$ cat src/rtl/alu_arbiter_2ch.sv
// Two-channel round-robin arbiter in front of a shared 4-bit ALU.
// One transaction in flight: grant in IDLE, evaluate in EXEC, hold the response in RESP.
module alu_arbiter_2ch (
   input  logic       clk,
   input  logic       rst,
   input  logic       req0_valid,
   output logic       req0_ready,
   input  logic [3:0] req0_a,
   input  logic [3:0] req0_b,
   input  logic [2:0] req0_op,
   input  logic       req1_valid,
   output logic       req1_ready,
   input  logic [3:0] req1_a,
   input  logic [3:0] req1_b,
   input  logic [2:0] req1_op,
   output logic       rsp_valid,
   input  logic       rsp_ready,
   output logic [3:0] rsp_data,
   output logic       rsp_zero,
   output logic       rsp_ch
);

   localparam int unsigned DW = 4;
   localparam int unsigned OW = 3;

   typedef enum logic [1:0] {IDLE, EXEC, RESP} state_t;

   typedef struct packed {
      logic [DW-1:0] a;
      logic [DW-1:0] b;
      logic [OW-1:0] op;
      logic          ch;
   } opnd_t;

   state_t        state, state_nxt;
   opnd_t         opnd;
   logic          last_grant;
   logic          grant0, grant1;
   logic [DW-1:0] alu_y;

   always_ff @(posedge clk or posedge rst) begin
      if (rst) state <= IDLE;
      else     state <= state_nxt;
   end

   // Round-robin: under contention the channel that did not win last time is granted.
   always_comb begin
      state_nxt = state;
      grant0    = 1'b0;
      grant1    = 1'b0;
      case (state)
         IDLE: begin
            grant0 = req0_valid & (~req1_valid | last_grant);
            grant1 = req1_valid & (~req0_valid | ~last_grant);
            if (grant0 | grant1) state_nxt = EXEC;
         end
         EXEC:    state_nxt = RESP;
         RESP:    if (rsp_ready) state_nxt = IDLE;
         default: state_nxt = IDLE;
      endcase
   end

   assign req0_ready = grant0;
   assign req1_ready = grant1;

   always_comb begin
      alu_y = '0;
      case (opnd.op)
         3'b000:  alu_y = opnd.a + opnd.b;
         3'b001:  alu_y = opnd.a - opnd.b;
         3'b010:  alu_y = opnd.a & opnd.b;
         3'b011:  alu_y = opnd.a | opnd.b;
         3'b100:  alu_y = opnd.a ^ opnd.b;
         3'b101:  alu_y = ~opnd.a;
         3'b110:  alu_y = opnd.a + DW'(1);
         default: alu_y = opnd.a - DW'(1);
      endcase
   end

   // Operand capture on grant, response capture at the end of EXEC.
   always_ff @(posedge clk or posedge rst) begin
      if (rst) begin
         opnd       <= '0;
         last_grant <= 1'b1;
         rsp_valid  <= 1'b0;
         rsp_data   <= '0;
         rsp_zero   <= 1'b0;
         rsp_ch     <= 1'b0;
      end else begin
         if (grant1) begin
            opnd       <= '{a: req1_a, b: req1_b, op: req1_op, ch: 1'b1};
            last_grant <= 1'b1;
         end else if (grant0) begin
            opnd       <= '{a: req0_a, b: req0_b, op: req0_op, ch: 1'b0};
            last_grant <= 1'b0;
         end
         if (state == EXEC) begin
            rsp_valid <= 1'b1;
            rsp_data  <= alu_y;
            rsp_zero  <= (alu_y == '0);
            rsp_ch    <= opnd.ch;
         end else if ((state == RESP) && rsp_ready) begin
            rsp_valid <= 1'b0;
         end
      end
   end

endmodule

$ cat config.mk
export PLATFORM = sky130hd
export DESIGN_NAME = alu_arbiter_2ch
export DESIGN_NICKNAME = d
export VERILOG_FILES = /design/src/rtl/alu_arbiter_2ch.sv
export SDC_FILE = /design/constraint.sdc
export NUM_CORES = 1
export LEC_CHECK = 0
export CORE_UTILIZATION = 51
export CTS_BUF_LIST = sky130_fd_sc_hd__clkbuf_8
export DETAILED_ROUTE_END_ITERATION = 12
export PLACE_DENSITY_LB_ADDON = 0.25
export SETUP_SLACK_MARGIN = 0.2
export SYNTH_ARGS = -nofsm -noshare
export SYNTH_HDL_FRONTEND = slang
export SYNTH_SLANG_ARGS = --single-unit
$ cat constraint.sdc
create_clock -name clk -period 3.7 [get_ports clk]
set_clock_uncertainty 0.2 [all_clocks]
set_input_delay 0.74 -clock clk [delete_from_list [all_inputs] [get_ports clk]]
set_output_delay 0.74 -clock clk [all_outputs]
set_load 0.01 [all_outputs]
==> impl_metrics.py <==
metrics = {
    "layout": {
        "syn_to_final_growth_pct": 28.2,
        "finalNetCount": 242,
        "post-route-util": 0.696,
        "finish.instance_area_um2": 1950,
        "antennaDiodeCount": 0,
        "final_cells": 232,
        "drive_gt1_frac": 0.0448,
        "n_fill_cell": 238,
    },
    "global_routing": {
        "use_met2": 0.430,
        "antenna_found_initial": 0,
        "use_met1": 0.249,
        "gr-total-overflow": 0,
        "grt_use_met3": 0.0415,
        "track_usage": 0.231,
        "grt_max_degree": 26,
        "grt-busiest-layer": "met2",
        "grt_pass1_wl_um": 5640,
        "first_global_vias": 1344,
    },
    "timing": {
        "setup_viol": 0,
        "rsz0062_at_grt": "false",
        "finalCritPeriodShare": 0.838,
        "max_slew.worst_pin.slew_ns": 0.827,
        "hold_viol": 0,
        "finalSetupTns_ns": 0,
        "fmax_mhz": 322,
        "fin_crit_ns": 3.10,
        "max_slew_margin": 0.448,
        "drv_slew": 0,
    },
    "place": {
        "place.gp.congestion": 0.868,
        "dp_cells": 228,
        "placed_cell_area_um2": 1880,
        "io_buffer_count": 35,
        "hpwl_um": 2650,
    },
    "setup_path": {
        "r2r_slack_ns": 0.60,
        "path_buf_inv": 0,
        "critPathRequiredTime_ns": 3.67,
        "slowest_stage": "dfrtp_1",
        "path_delay_family": "compound AO/OA/AOI/OAI gates",
        "crit_path_end_kind": "flop",
        "start_kind": "flop",
        "cp.arrival_ns": 3.07,
        "criticalPathCategory": "reg2reg",
        "critPathMaxFanout": 17,
        "cpMostUsedCell": "o21ai_0",
        "cp_cell_sequence": "or2_1 > o21ai_0 > o21ai_0 > fa_1 > a21boi_1 > a31oi_1 > a211oi_1 > nand4_1 > o31ai_1",
        "critical_path.max_stage_delay_ns": 0.67,
    },
    "detailed_routing": {
        "routed_wl_um": 3440,
        "firstDrtPassIters": 8,
        "avgRoutedWirePerCell_um": 14.8,
        "vias": 1331,
        "ant_nets": 0,
        "drt_iter0_drc": 32,
        "drcViolationCount": 2,
        "avgViaCountPerCell": 5.74,
    },
    "synthesis": {
        "synth_cell_types": 43,
        "synth.top_cell.area_share": 0.345,
        "yosysMostFrequentCell": "nand2_1",
        "synth_fp_nets": 208,
        "async_reset_ff_frac": 1.00,
        "netlist_area_um2": 1520,
        "seq_area_frac_synth": 0.362,
        "synth_edf_count": 0,
        "syn_area_per_cell_um2": 9.07,
        "yosysTopAreaCell": "dfrtp_1",
        "ys.flop_type": "dfrtp_1",
        "ys_ff_latch": 22,
        "synth_area_leaders": "dfrtp_1 (34%), ha_1 (9.9%), mux2i_1 (8.5%), nand2_1 (5.9%), o21ai_0 (3.9%)",
        "syn_inst": 168,
        "yosys_warnings": 0,
        "synthTopCellsByCount": "nand2_1 (24), dfrtp_1 (21), inv_1 (13), mux2i_1 (13)",
    },
    "cts": {
        "clock_sinks": 22,
        "hold_buffers": 0,
        "cts_buffer_depth": 2,
        "cts_root_buf": "clkbuf_8",
        "numCtsBuffers": 3,
        "clkTransAtPathRegs_ns": 0.09,
        "postCtsSetupRepairBufs": 0,
        "clock_latency_ns": 0.27,
        "tritoncts": "yes",
        "htreeDepth": 1,
        "cts-resized-gates": 0,
    },
    "outcome": {
        "status": "complete, but fails checks",
        "violations": "design-rule violations",
    },
    "job": {
        "cap_violations": 0,
    },
    "power_and_ir_drop": {
        "cellLeakagePower_nw": 0.919,
        "peakVddDrop_v": 0.000470,
        "power.density_nw_per_um2": 933,
        "finalPower_mw": 1.82,
    },
    "die": {
        "design.portCount": 36,
        "dieArea_um2": 3210,
        "initial_core_util": 0.543,
        "die_h_um": 56.7,
        "rows": 19,
        "coreArea_um2": 2810,
        "die_w_um": 56.7,
    },
    "min_path": {
        "min_path_type": "reg2reg",
    },
}
==> stage by stage <==
step           hold slack [ns]  setup slack, ns
6_report                 0.275            0.598
3_5_place_dp             0.263            0.656
5_1_grt                  0.305            0.407
2_1_floorplan            0.239             1.09
3_3_place_gp             0.253            0.839
4_1_cts                  0.277            0.634
==> sequential cells by signal (all words and copies together) (netlist names) <==
name / cells
rsp_zero: 1
state: 2
rsp_valid: 1
opnd: 12
rsp_ch: 1
last_grant: 1
rsp_data: 4
==> per-layer routing <==
layer / share of wire / routed length (µm) / up-vias
li1: - / - / 654
met1: 0.41 / 1420 / 631
met2: 0.53 / 1810 / 37
met3: 0.035 / 120 / 9
met4: 0.025 / 86 / 0
met5: 0 / 0 / -
==> report_power, final <==
part	switching (mW)	leakage, nW	internal, mW
combinational	0.540	0.617	0.522
clock	0.0840	0.0357	0.145
sequential	0.171	0.266	0.360
==> worst reg2reg max path: stages (launching register included) <==
cell and delay (ns):
dfrtp_1 0.67, or2_1 0.26, o21ai_0 0.09, o21ai_0 0.32
fa_1 0.51, a21boi_1 0.18, a31oi_1 0.06, a211oi_1 0.32
nand4_1 0.14, o31ai_1 0.28
==> cell families (layout without fill, tap and decap cells) <==
logic type                 after synthesis  after routing  share of synthesized area
AOI/OAI and AO/OA                       44             44                      0.186
and+or+nand+nor                         50             50                      0.164
DFF                                     22             22                      0.362
adders and majority gates               13             13                      0.112
buffers and inverters                   21             54                     0.0624
xor gates and xnor gates                 5              5                     0.0287
muxes                                   13             13                     0.0854
==> area by class of cell <==
type	count	area, µm²	share of cell area
Clock inverter	1	30.0	0.0154
Clock buffer	3	41.3	0.0211
Inverter	13	48.8	0.0250
Tap cell	31	38.8	0.0199
Timing Repair Buffer	37	365	0.187
Sequential cell	22	552	0.283
Multi-Input combinational cell	125	877	0.449
==> cell usage in the layout (no fill, tap or decap), drive strengths merged, types with 2 or more instances in the layout <==
| cell | Yosys | layout |
|---|---|---|
| clkdlybuf4s50 | 0 | 35 |
| nand2 | 24 | 24 |
| dfrtp | 21 | 21 |
| o21ai | 21 | 21 |
| inv | 13 | 13 |
| mux2i | 13 | 13 |
| ha | 12 | 12 |
| nand2b | 8 | 8 |
| xnor2 | 5 | 5 |
| a21oi | 4 | 4 |
| nor2b | 3 | 3 |
| o22ai | 3 | 3 |
| nor2 | 3 | 3 |
| clkbuf | 2 | 3 |
| nor3b | 2 | 2 |
| a21boi | 2 | 2 |
| o31ai | 2 | 2 |
| nand3 | 2 | 2 |
| o22a | 2 | 2 |
| buf | 6 | 2 |
| a211oi | 2 | 2 |
| or2 | 2 | 2 |
==> final timing paths <==
check,start,end,depth (start not counted)
min reg2reg,last_grant,last_grant,2
max in group asynchronous,rst,opnd[8],2
max,opnd[3],rsp_zero,9
min,last_grant,last_grant,2
min in group asynchronous,rst,opnd[11],2
max reg2reg,opnd[3],rsp_zero,9
(Power assumes the default switching activity.)
